<file path="config.mk">
export PLATFORM = sky130hd
export DESIGN_NAME = wb_line_fetch_flat
export DESIGN_NICKNAME = d
export VERILOG_FILES = /design/src/rtl/wb_line_fetch_if.sv /design/src/rtl/wb_line_fetch.sv /design/src/flat_wrapper.sv
export SDC_FILE = /design/constraint.sdc
export NUM_CORES = 1
export LEC_CHECK = 0
export ABC_AREA = 1
export ABC_CLOCK_PERIOD_IN_PS = 6900
export BUFFER_PORTS_ARGS = -buffer_cell sky130_fd_sc_hd__buf_2
export CAP_MARGIN = 5
export CORE_MARGIN = 3
export CORE_UTILIZATION = 56
export DETAILED_ROUTE_END_ITERATION = 8
export PLACE_DENSITY = 0.83
export SYNTH_ARGS = -nofsm -noshare
export SYNTH_HDL_FRONTEND = slang
export SYNTH_SLANG_ARGS = --single-unit
</file>
<file path="constraint.sdc">
create_clock -name clk_i -period 6.9 [get_ports clk_i]
set_clock_uncertainty 0.05 [all_clocks]
set_input_delay 0.69 -clock clk_i [delete_from_list [all_inputs] [get_ports clk_i]]
set_output_delay 0.69 -clock clk_i [all_outputs]
set_load 0.05 [all_outputs]
</file>
<file path="src/rtl/wb_line_fetch_if.sv">
// Wishbone classic read bus between the line fetcher (master) and memory (slave).
// The master holds cyc/stb and adr until the slave answers with a one-cycle ack carrying dat_i.
`timescale 1ns/1ps
interface if_wb;
    logic        cyc;
    logic        stb;
    logic        we;
    logic [3:0]  sel;
    logic [31:0] adr;
    logic [31:0] dat_i;
    logic        ack;

    modport master (output cyc, stb, we, sel, adr, input dat_i, ack);
    modport slave  (input cyc, stb, we, sel, adr, output dat_i, ack);
endinterface

</file>
<file path="src/rtl/wb_line_fetch.sv">
// Wishbone read master fetching one scanline of packed pixels per video-domain line request
// and pushing each word into the line FIFO; tracks and wraps the frame row pointer.
`timescale 1ns/1ps
module wb_line_fetch #(
    parameter int WPL   = 80,
    parameter int LINES = 480
) (
    input  logic        clk_i,
    input  logic        rst_i,
    input  logic        line_req,
    input  logic        frame_req,
    input  logic [31:0] base_i,
    input  logic        fifo_full,
    output logic        fifo_wr,
    output logic [31:0] fifo_dat,
    output logic        busy,
    output logic        overrun,
    output logic [1:0]  state,
    if_wb.master        bus
);

    localparam int IW = (WPL > 1) ? $clog2(WPL) : 1;
    localparam int RW = (LINES > 1) ? $clog2(LINES) : 1;
    localparam logic [IW-1:0] LAST_IDX = IW'(WPL - 1);
    localparam logic [RW-1:0] LAST_ROW = RW'(LINES - 1);

    typedef enum logic [1:0] {
        S_IDLE = 2'd0,
        S_REQ  = 2'd1,
        S_PUSH = 2'd2
    } state_t;

    state_t        fsm;
    logic [IW-1:0] idx;
    logic [RW-1:0] row;
    logic [31:0]   base_q;
    logic          pend_frame;
    logic          strobe;
    logic [2:0]    line_s;
    logic [2:0]    frame_s;
    logic          line_edge;
    logic          frame_edge;

    // Bit 0 is the first synchroniser stage; edges are taken between stages two and three.
    assign line_edge  = line_s[1] & ~line_s[2];
    assign frame_edge = frame_s[1] & ~frame_s[2];

    assign bus.cyc = strobe;
    assign bus.stb = strobe;
    assign bus.we  = 1'b0;
    assign bus.sel = 4'hf;
    assign bus.adr = base_q + ((32'(row) * 32'(WPL) + 32'(idx)) << 2);

    assign fifo_wr = (fsm == S_PUSH) && !fifo_full;
    assign state   = fsm;

    always_ff @(posedge clk_i or negedge rst_i) begin
        if (!rst_i) begin
            fsm        <= S_IDLE;
            idx        <= '0;
            row        <= '0;
            base_q     <= '0;
            pend_frame <= 1'b0;
            strobe     <= 1'b0;
            busy       <= 1'b0;
            overrun    <= 1'b0;
            fifo_dat   <= '0;
            line_s     <= '0;
            frame_s    <= '0;
        end else begin
            line_s  <= {line_s[1:0], line_req};
            frame_s <= {frame_s[1:0], frame_req};

            if (line_edge && fsm != S_IDLE) overrun <= 1'b1;
            if (frame_edge && fsm != S_IDLE) pend_frame <= 1'b1;

            case (fsm)
                S_IDLE: begin
                    // A frame restart seen together with a line request lands before the fetch.
                    if (frame_edge) begin
                        row    <= '0;
                        base_q <= base_i;
                    end
                    if (line_edge) begin
                        fsm    <= S_REQ;
                        strobe <= 1'b1;
                        busy   <= 1'b1;
                    end
                end
                S_REQ: begin
                    if (bus.ack) begin
                        fifo_dat <= bus.dat_i;
                        strobe   <= 1'b0;
                        fsm      <= S_PUSH;
                    end
                end
                S_PUSH: begin
                    if (!fifo_full) begin
                        if (idx != LAST_IDX) begin
                            idx    <= idx + 1'b1;
                            strobe <= 1'b1;
                            fsm    <= S_REQ;
                        end else begin
                            idx  <= '0;
                            busy <= 1'b0;
                            fsm  <= S_IDLE;
                            // A frame edge on this very cycle counts as pending too.
                            if (pend_frame || frame_edge) begin
                                row        <= '0;
                                base_q     <= base_i;
                                pend_frame <= 1'b0;
                            end else if (row == LAST_ROW) begin
                                row <= '0;
                            end else begin
                                row <= row + 1'b1;
                            end
                        end
                    end
                end
                default: begin
                    fsm    <= S_IDLE;
                    strobe <= 1'b0;
                    busy   <= 1'b0;
                end
            endcase
        end
    end

endmodule

</file>
<file path="src/flat_wrapper.sv">
// flat-port wrapper written by rule: the top's interface ports become plain ports
module wb_line_fetch_flat 
#(
    parameter int WPL   = 80,
    parameter int LINES = 480
)
  (clk_i, rst_i, line_req, frame_req, base_i, fifo_full, fifo_wr, fifo_dat, busy, overrun, state, bus_cyc, bus_stb, bus_we, bus_sel, bus_adr, bus_dat_i, bus_ack);
  if_wb bus_i ();
  input  logic clk_i;
  input  logic rst_i;
  input  logic line_req;
  input  logic frame_req;
  input  logic [31:0] base_i;
  input  logic fifo_full;
  output logic fifo_wr;
  output logic [31:0] fifo_dat;
  output logic busy;
  output logic overrun;
  output logic [1:0] state;
  output wire logic [$bits(bus_i.cyc)-1:0] bus_cyc;
  output wire logic [$bits(bus_i.stb)-1:0] bus_stb;
  output wire logic [$bits(bus_i.we)-1:0] bus_we;
  output wire logic [$bits(bus_i.sel)-1:0] bus_sel;
  output wire logic [$bits(bus_i.adr)-1:0] bus_adr;
  input wire logic [$bits(bus_i.dat_i)-1:0] bus_dat_i;
  input wire logic [$bits(bus_i.ack)-1:0] bus_ack;
  assign bus_cyc = bus_i.cyc;
  assign bus_stb = bus_i.stb;
  assign bus_we = bus_i.we;
  assign bus_sel = bus_i.sel;
  assign bus_adr = bus_i.adr;
  assign bus_i.dat_i = bus_dat_i;
  assign bus_i.ack = bus_ack;
  wb_line_fetch #(.WPL(WPL), .LINES(LINES)) u_core (.clk_i(clk_i), .rst_i(rst_i), .line_req(line_req), .frame_req(frame_req), .base_i(base_i), .fifo_full(fifo_full), .fifo_wr(fifo_wr), .fifo_dat(fifo_dat), .busy(busy), .overrun(overrun), .state(state), .bus(bus_i));
endmodule
</file>
==> run summary, run 1 <==
Total number of vias -> 5595
Post-CTS Setup Bufs -> 0
Max IR drop VDD -> 0.415 mV
Number of vias per cell -> 5.16
R2R cell count -> 10
Leakage Power -> 0.00401 uW
NumNets Final -> 1054
Hold Vio Cnt, Final -> 0
Iteration-0 DRC Markers -> 365
Switch share -> 57.4%
CTS Sinks -> 92
Mapped Area -> 6060 um2
Final GP Congestion -> 0.972
Clock power frac -> 11.2%
Switching power -> 1940 uW
Max cap viols -> 0
Met2 usage -> 40.1%
First-pass GRT wire length -> 24300 um
PD cells -> 481 nW/um2
YS warnings -> 0
Num rows -> 37
Top_reg_cell synth -> dfrtp_1
Die Width -> 110 um
RSZ-0062 raised after global routing -> no
Hold/Removal Path Class -> in -> async
Sequential share of the synthesized area -> 38.0%
Remaining Overflow, GRT -> 0
Antenna diode count -> 0
Met1 usage -> 35.2%
Total track usage -> 25.6%
Number of global-route vias before repair -> 5336
Setup ws final -> 1.95 ns
Worst-Margin Slew -> 0.847 ns
Crit path arrival time -> 4.21 ns
# DRC -> 0
Number of I/O pins -> 146
Area delta synth->final -> 16.0%
Largest net degree at the start of global routing -> 70
Register bit total from synthesis -> 92
Met3 usage -> 6.81%
TritonCTS clock tree -> yes
Syn Area/Cell -> 7.54 um2
Status -> completed
Data required time of the critical path -> 6.16 ns
Netlist cell types -> 32
Combinational power share -> 61.8%
Cells after synthesis -> 804
WS Path Type -> reg -> out
EDFF count, synth -> 0
Post-synth ARST share -> 100%
P_int -> 1440 uW
Clock Path Buffers -> 2
Final setup violation count -> 0
Max-slew violations -> 0
Die area -> 12100 um2
Setup Total Neg Slack -> 0 ns
Detailed placement HPWL -> 11700 um
Crit. End Element -> primary output
Placed Area -> 6840 um2
Reg2Reg Setup Slack -> 4.56 ns
Critical Path Start Type -> flip-flop
Wire per inst -> 13.7 um
RR Startpoint -> u_core.idx[1]
TritonCTS buffer count -> 9
DRT Wirelength -> 14800 um
Detail Route Antenna Nets -> 0
FF-to-FF End -> u_core.base_q[0]
Initial core utilization -> 58.2%
Share of cells above drive strength 1 -> 21.0%
Number of H-tree levels -> 3
Pre-CTS WS -> 2.40 ns
Seq pwr share -> 27.0%
Minimum clock period -> 4.95 ns
Die H -> 110 um
Skew-Pair Late Insertion Delay -> 0.38 ns
Fmax -> 0.202 GHz
Cts repair resizes -> 0
Max FO, Critical Path -> 6
Design area -> 7030 um2
Clk root buf -> clkbuf_8
CTS Hold Buffers Added -> 0
Worst slew margin -> 43.5%
Core box area -> 10400 um2
CTS clk-pin slew, worst paths -> 0.10 ns
Port Buf Inserts -> 140
Drt pass-1 iters -> 6
Busiest grt layer -> met2
Initial antenna violation count -> 0
Crit share post-route -> 71.7%
==> cells in the mapped netlist (4+ instances only) <==
| cell | count | area share, % |
|---|---|---|
| nand2_1 | 265 | 16 |
| inv_1 | 107 | 6.6 |
| dfrtp_1 | 92 | 38 |
| nor2_1 | 60 | 3.7 |
| nand3_1 | 54 | 4.5 |
| o21ai_0 | 41 | 3.4 |
| ha_1 | 37 | 7.6 |
| mux2_2 | 32 | 5.9 |
| a21oi_1 | 24 | 2.0 |
| xor2_1 | 20 | 2.9 |
| nand4_1 | 14 | 1.4 |
| buf_4 | 9 | 1.1 |
| nor3_1 | 9 | 0.74 |
| nand3b_1 | 5 | 0.62 |
| xnor2_1 | 5 | 0.72 |
| buf_2 | 4 | 0.33 |
| buf_6 | 4 | 0.74 |
==> stage by stage <==
stage	hold slack, ns	std cells	total power [uW]	utilization [%]
after floorplan	0.281	808	2530	-
after global placement	0.282	1069	2980	65.6
after detailed placement	0.286	1069	3010	65.6
after CTS	0.159	1085	3400	67.5
after global routing	0.161	1085	3610	67.5
final	0.163	1085	3390	67.5
==> worst max-delay path: stages (launching register included) <==
cell	delay, ns
dfrtp_1	0.47
ha_1	0.33
ha_1	0.24
fa_1	0.43
xnor2_1	0.19
nand3b_1	0.21
nor2_1	0.10
nand2_1	0.08
o21ai_0	0.15
nand2_1	0.08
ha_1	0.33
a21oi_1	0.19
inv_1	0.06
nor2_1	0.26
nor2_1	0.11
o21bai_1	0.17
nand3_1	0.10
nand2_1	0.07
buf_2	0.25
==> power groups by stage <==
stage	clock network [uW]	registers, uW	logic [uW]
global route	406	941	2260
global placement	0	912	2070
detailed placement	0	918	2090
floorplan	0	1260	1270
CTS	385	911	2100
finish	378	914	2090
==> registers in the layout (all words and copies together) (netlist names) <==
signal,flops
u_core.base_q,32
u_core.bus.cyc,1
u_core.busy,1
u_core.fifo_dat,32
u_core.frame_s,3
u_core.idx,7
u_core.line_s,3
u_core.overrun,1
u_core.pend_frame,1
u_core.row,9
u_core.state,2
==> routing by layer <==
metal | vias to the layer above | share of wire (%)
met2 | 194 | 45
met1 | 2560 | 45
met5 | - | 0
li1 | 2820 | -
met4 | 0 | 1.4
met3 | 21 | 8.1
==> layout make-up <==
cell class / count / area, um2
flip-flops and latches: 92 / 2300
clock inverters: 6 / 71.3
multi-input cells: 589 / 3230
well taps: 136 / 170
fillers: 938 / 3380
clock buffers: 10 / 128
inverters: 110 / 413
repair buffers: 142 / 718
==> how the worst max path moves through the flow <==
stage / from / endpoint / cells after the start
3_3_place_gp: u_core.row[1] / bus_adr[28] / 18
6_report: u_core.row[1] / bus_adr[28] / 18
4_1_cts: u_core.row[1] / bus_adr[28] / 18
2_1_floorplan: u_core.row[1] / bus_adr[17] / 16
3_5_place_dp: u_core.row[1] / bus_adr[28] / 18
5_1_grt: u_core.row[1] / bus_adr[28] / 18
==> cell usage in the layout (no fill, tap or decap), types with 2 or more instances in the layout <==
cell	Yosys	final
nand4_1	14	14
buf_4	9	3
nor3_1	9	9
clkinvlp_4	0	2
clkbuf_8	0	9
inv_2	3	3
nand2_1	265	265
ha_1	37	37
fa_1	3	3
o22ai_1	2	2
dfrtp_1	92	92
nand3b_1	5	5
inv_1	107	107
inv_6	0	3
o21ai_0	41	41
o21bai_1	2	2
xnor2_1	5	5
conb_1	2	6
mux2_2	32	32
xor2_1	20	20
nor2_1	60	60
nand3_1	54	54
a21oi_1	24	24
buf_2	4	139
==> cell families after synthesis <==
family	count (synthesis)	share of synthesized area [%]
AO/OA/AOI/OAI	72	6.19
XOR/XNOR	25	3.61
adder cells (fa/ha/maj)	40	8.62
buffers and inverters	127	9.00
flip-flops	92	38.0
multiplexers	32	5.94
other	2	0.124
AND/OR/NAND/NOR	414	28.6
(Power assumes the default switching activity.)
==> inputs of run 2 (changes only) <==
--- a/config.mk
+++ b/config.mk
@@ -6,13 +6,13 @@
 export NUM_CORES = 1
 export LEC_CHECK = 0
 export ABC_AREA = 1
-export ABC_CLOCK_PERIOD_IN_PS = 6900
+export ABC_CLOCK_PERIOD_IN_PS = 4180
 export BUFFER_PORTS_ARGS = -buffer_cell sky130_fd_sc_hd__buf_2
 export CAP_MARGIN = 5
 export CORE_MARGIN = 3
-export CORE_UTILIZATION = 56
+export CORE_UTILIZATION = 49
 export DETAILED_ROUTE_END_ITERATION = 8
-export PLACE_DENSITY = 0.83
+export PLACE_DENSITY = 0.77
 export SYNTH_ARGS = -nofsm -noshare
 export SYNTH_HDL_FRONTEND = slang
 export SYNTH_SLANG_ARGS = --single-unit
==> constraint.sdc (replaced) <==
create_clock -name clk_i -period 4.18 [get_ports clk_i]
set_clock_uncertainty 0.05 [all_clocks]
set_input_delay 0.418 -clock clk_i [delete_from_list [all_inputs] [get_ports clk_i]]
set_output_delay 0.418 -clock clk_i [all_outputs]
set_load 0.05 [all_outputs]
==> run 2 against run 1 <==
The run now ends with setup timing left. Sequential power is 67% higher. Combinational power is 84% higher. Worst setup slack worse by 2.2 ns. Worst hold slack worse by 0.038 ns. Flip-flop and latch count stayed put. Total power is 82% higher. Design area is 12% higher. First-iteration DRC count is 48% higher. Routed wire length is 17% higher. Via count is 7.7% higher. Clock power is 110% higher. Critical path type unchanged. Critical endpoint is now bus_adr[25]. Largest cell class unchanged. Highest routed layer unchanged.
==> run summary, run 2 (synthesized netlist as in run 1, its figures left out) <==
First-pass GRT wire length -> 25500 um
Minimum clock period -> 4.42 ns
Iteration-0 DRC Markers -> 539
Crit. End Element -> primary output
Crit path arrival time -> 3.95 ns
Total track usage -> 23.6%
Num rows -> 40
R2R cell count -> 10
Initial antenna violation count -> 0
Hold Vio Cnt, Final -> 0
CTS Sinks -> 92
Area delta synth->final -> 30.3%
Max incr delay on CP -> 0.57 ns
Number of H-tree levels -> 3
Final GP Congestion -> 1.06
Port Buf Inserts -> 140
Hold/Removal Path Class -> in -> reg
NumNets Final -> 1070
Critical Path Start Type -> flip-flop
FF-to-FF End -> u_core.base_q[15]
Biggest registers after layout -> u_core.base_q (32), u_core.fifo_dat (32), u_core.row (9)
TritonCTS clock tree -> yes
Leakage Power -> 0.00420 uW
Crit share post-route -> 106%
Number of vias per cell -> 5.32
Largest net degree at the start of global routing -> 68
Antenna diode count -> 0
Most common cell after layout, fill and taps aside -> nand2_1
Detailed placement HPWL -> 11900 um
Number of I/O pins -> 146
Share of cells above drive strength 1 -> 32.8%
Fmax -> 0.226 GHz
Detail Route Antenna Nets -> 0
Skew-Pair Late Insertion Delay -> 0.35 ns
CP Cell Sequence -> ha_4, ha_4, fa_2, nand2_2, inv_2, nand3b_1, nor2_1, nand2_1, nor2_1, nand2_1, nand2_2, ha_4, nand2_4, inv_4, nand2_4, inv_2, nand3_2, nor2_1, nor2_2, nand2_1, nand3_1, nand2_1, buf_6
Remaining Overflow, GRT -> 0
Number of global-route vias before repair -> 5424
Reg2Reg Setup Slack -> 1.80 ns
Final setup violation count -> 17
PD cells -> 781 nW/um2
Data required time of the critical path -> 3.71 ns
Initial core utilization -> 50.3%
Status -> finished with violations
Core box area -> 12100 um2
Die Width -> 117 um
Max cap viols -> 0
Wire per inst -> 15.4 um
Worst path slowest cell -> fa_2
# DRC -> 0
DRT Wirelength -> 17400 um
Hold path depth -> 1
PnR Total Power -> 6180 uW
Setup ws final -> -0.241 ns
CTS Hold Buffers Added -> 0
Drt pass-1 iters -> 7
Failing checks -> setup timing
Commonest non-fill, non-tap cells in the layout -> nand2_1 (238), buf_2 (119), inv_1 (99)
RR Startpoint -> u_core.idx[1]
Die H -> 117 um
WS Path Type -> reg -> out
CTS clk-pin slew, worst paths -> 0.07 ns
Clk root buf -> clkbuf_16
Worst slew margin -> 41.7%
Worst-Margin Slew -> 0.874 ns
Clock Path Buffers -> 2
Total number of vias -> 6024
Pre-CTS WS -> 0.0890 ns
RSZ-0062 raised after global routing -> yes
Worst hold start -> line_req
Most Frequent Cell on Critical Path -> nand2_1
Max IR drop VDD -> 0.632 mV
Hold WS -> 0.125 ns
TritonCTS buffer count -> 9
Die area -> 13700 um2
Max-slew violations -> 0
Max FO, Critical Path -> 4
Worst Hold Endpoint -> u_core.line_s[0]
[run 2: cell types whose count changed in the layout (fill, tap and decap cells not counted), sizes merged]
cell | before | now
bufinv | 1 | 0
buf | 142 | 158
clkinv | 0 | 2
inv | 113 | 112
[run 2: layout make-up]
type,instances,area [um2]
fill,949,4160
multi-input combinational,589,3720
sequential,92,2310
timing repair buffer,158,960
inverter,110,418
clock buffer,10,239
tap,168,210
clock inverter,6,46.3
[run 2: stage by stage]
step | utilization, % | cell area (um2) | setup TNS, ns | cells
floorplan | - | 6090 | 0 | 808
global placement | 57.4 | 6920 | 0 | 1105
detailed placement | 57.4 | 6920 | 0 | 1105
CTS | 61.7 | 7440 | -0.0197 | 1125
global route | 65.5 | 7900 | -6.37 | 1133
finish | 65.5 | 7900 | -1.87 | 1133
[run 2: worst max path at each step]
stage / startpoint / end / slack (ns) / cells after the start
global route: u_core.row[3] / bus_adr[25] / -0.44 / 24
CTS: u_core.row[1] / bus_adr[19] / -0.02 / 20
detailed placement: u_core.row[1] / bus_adr[25] / 0.09 / 20
finish: u_core.row[3] / bus_adr[25] / -0.24 / 23
global placement: u_core.row[1] / bus_adr[18] / 0.14 / 18
floorplan: u_core.row[1] / bus_adr[19] / 0.03 / 18
[run 2: metal layers]
layer | wire length, um | up-vias | GRT usage (%)
met5 | 0 | - | 0
met4 | 497 | 0 | 8.56
met3 | 1780 | 61 | 6.32
met2 | 8140 | 329 | 37.3
met1 | 7000 | 2784 | 31.1
li1 | - | 2850 | -
[run 2: what timing repair did]
| action | 4_1_cts | 5_1_grt |
|---|---|---|
| gates resized for setup | 56 | 115 |
| pin swaps | 12 | 42 |
| endpoints found under the setup margin | 20 | 20 |
| hold endpoints to repair | 0 | 0 |
| setup buffers | 4 | 8 |
[run 2: worst max-delay path: cells and delay by family, from the launching register on]
kind | cells | cell delay, ns
flip-flops | 1 | 0.42
adder cells (fa/ha/maj) | 4 | 1.18
AND/OR/NAND/NOR | 15 | 1.64
buffers and inverters | 4 | 0.36
[run 2: power breakdown]
part	total (uW)	internal, uW	leakage, uW	switching, uW
sequential	1530	1250	0.00111	281
combinational	3850	1060	0.00296	2790
clock	799	424	0.000135	375
==> inputs of run 3 (changes only) <==
--- a/config.mk
+++ b/config.mk
@@ -10,9 +10,11 @@
 export BUFFER_PORTS_ARGS = -buffer_cell sky130_fd_sc_hd__buf_2
 export CAP_MARGIN = 5
 export CORE_MARGIN = 3
-export CORE_UTILIZATION = 49
+export CORE_UTILIZATION = 51
+export CTS_BUF_LIST = sky130_fd_sc_hd__clkbuf_2 sky130_fd_sc_hd__clkbuf_4 sky130_fd_sc_hd__clkbuf_8
 export DETAILED_ROUTE_END_ITERATION = 8
-export PLACE_DENSITY = 0.77
+export PLACE_DENSITY = 0.8
+export SLEW_MARGIN = 20
 export SYNTH_ARGS = -nofsm -noshare
 export SYNTH_HDL_FRONTEND = slang
 export SYNTH_SLANG_ARGS = --single-unit
==> run 3 against run 2 <==
The flow still finishes with violations (setup timing). Cell count fell by 2.6%. Critical path depth shrank 6. Sequential share of layout area grew 0.67 points. Worst setup slack improved by 0.14 ns. Largest cell class unchanged. Highest routed layer unchanged.
==> run summary, run 3 (synthesized netlist as in run 1, its figures left out) <==
Pre-CTS WS -> 0.0340 ns
Crit path buffers/inverters -> 2
Drt pass-1 iters -> 5
Clock Path Buffers -> 2
Hold Vio Cnt, Final -> 0
Wire per inst -> 15.1 um
Max incr delay on CP -> 0.55 ns
PD cells -> 762 nW/um2
Utilization after layout -> 67.1%
Initial core utilization -> 52.7%
Area delta synth->final -> 27.5%
Fmax -> 0.234 GHz
Share of cells above drive strength 1 -> 31.4%
First-pass GRT wire length -> 25100 um
Number of H-tree levels -> 3
Number of global-route vias before repair -> 5412
Most common cell after layout, fill and taps aside -> nand2_1
Hold/Removal Path Class -> in -> reg
Status -> finished with violations
RSZ-0062 raised after global routing -> yes
Max IR drop VDD -> 0.690 mV
Clk root buf -> clkbuf_8
Worst slew margin -> 37.9%
Number of I/O pins -> 146
Num rows -> 39
Core box area -> 11500 um2
Antenna diode count -> 0
CTS Sinks -> 92
Total number of vias -> 5847
DRT Wirelength -> 16700 um
Total track usage -> 23.9%
TritonCTS buffer count -> 9
Commonest non-fill, non-tap cells in the layout -> nand2_1 (244), buf_2 (119), inv_1 (98)
Crit path arrival time -> 3.81 ns
Failing checks -> setup timing
Detail Route Antenna Nets -> 0
Finished Layout Cells -> 1103
Critical Path Start Type -> flip-flop
Fillers -> 959
Number of vias per cell -> 5.30
Placed cell count -> 1079
Worst path slowest cell -> fa_2
Max FO, Critical Path -> 4
Worst-Margin Slew -> 0.932 ns
Setup Total Neg Slack -> -0.809 ns
Die area -> 13200 um2
Max cap viols -> 0
Remaining Overflow, GRT -> 0
Leakage Power -> 0.00411 uW
Data required time of the critical path -> 3.71 ns
Final GP Congestion -> 0.958
Skew-Pair Late Insertion Delay -> 0.39 ns
Crit share post-route -> 102%
Max-slew violations -> 0
# DRC -> 0
Final setup violation count -> 13
Crit. End Element -> primary output
TritonCTS clock tree -> yes
Biggest registers after layout -> u_core.base_q (32), u_core.fifo_dat (32), u_core.row (9)
Die Width -> 115 um
Die H -> 115 um
CTS clk-pin slew, worst paths -> 0.10 ns
Setup ws final -> -0.0961 ns
WS Path Type -> reg -> out
NumNets Final -> 1065
Initial antenna violation count -> 0
Iteration-0 DRC Markers -> 451
Largest net degree at the start of global routing -> 73
Port Buf Inserts -> 140
Minimum clock period -> 4.28 ns
Detailed placement HPWL -> 11700 um
CP delay by family, top -> adder cells
CP Cell Sequence -> ha_4, ha_4, fa_2, nand3_2, nor2_4, nand2_2, nor2_4, xor2_1, ha_1, nand2_1, inv_2, nand2_1, nand3_1, nor2_1, nand2_2, xor2_1, buf_4
## run 3: changes by cell type in the layout (fill, tap and decap cells not counted), sizes merged
cell and change:
clkinvlp -1, clkbuf -1, buf -5, inv +2
## run 3: repair_timing
| item | in CTS | in global routing |
|---|---|---|
| setup buffers | 5 | 3 |
| setup endpoints to repair | 20 | 20 |
| pin swaps | 20 | 30 |
| endpoints found under the hold margin | 0 | 0 |
| hold buffers | 0 | 0 |
| resized for setup | 76 | 85 |
## run 3: area by class of cell
type / instances / area (um2) / area share, %
multi-input cells: 589 / 3720 / 48.1
inverters: 110 / 415 / 5.37
clock buffers: 9 / 124 / 1.60
clock inverters: 7 / 68.8 / 0.890
well taps: 143 / 179 / 2.31
repair buffers: 153 / 915 / 11.8
flip-flops and latches: 92 / 2310 / 29.8
## run 3: final timing paths
path                                   startpoint  depth (start not counted)  slack (ns)                 to
max in group asynchronous                   rst_i                          2        3.12   u_core.base_q[5]
worst min register to register  u_core.frame_s[0]                          0        0.31  u_core.frame_s[1]
worst max register to register      u_core.idx[1]                         10        1.77  u_core.base_q[12]
worst min-delay path                    frame_req                          1        0.08  u_core.frame_s[0]
min in group asynchronous                   rst_i                          1        0.09  u_core.base_q[31]
worst max-delay path                u_core.row[3]                         17        -0.1        bus_adr[15]
## run 3: routing by layer
layer | up-vias | wire, um | track usage, %
li1 | 2848 | - | -
met3 | 26 | 1590 | 7.63
met2 | 271 | 8040 | 38.7
met5 | - | 0 | 0
met1 | 2702 | 6710 | 31.0
met4 | 0 | 320 | 7.04
## run 3: power breakdown
part	switching, uW	leakage [uW]	internal, uW
combinational	2740	0.00291	1030
sequential	278	0.00111	1240
clock	366	0.0000968	232
total	3380	0.00411	2510
## run 3: per-stage QoR
step	hold slack, ns	total power (uW)	instance area [um2]
2_1_floorplan	0.0724	4190	6090
3_3_place_gp	0.283	4930	6880
3_5_place_dp	0.288	4980	6880
4_1_cts	0.0505	5750	7370
5_1_grt	0.0484	6240	7730
6_report	0.0778	5890	7730
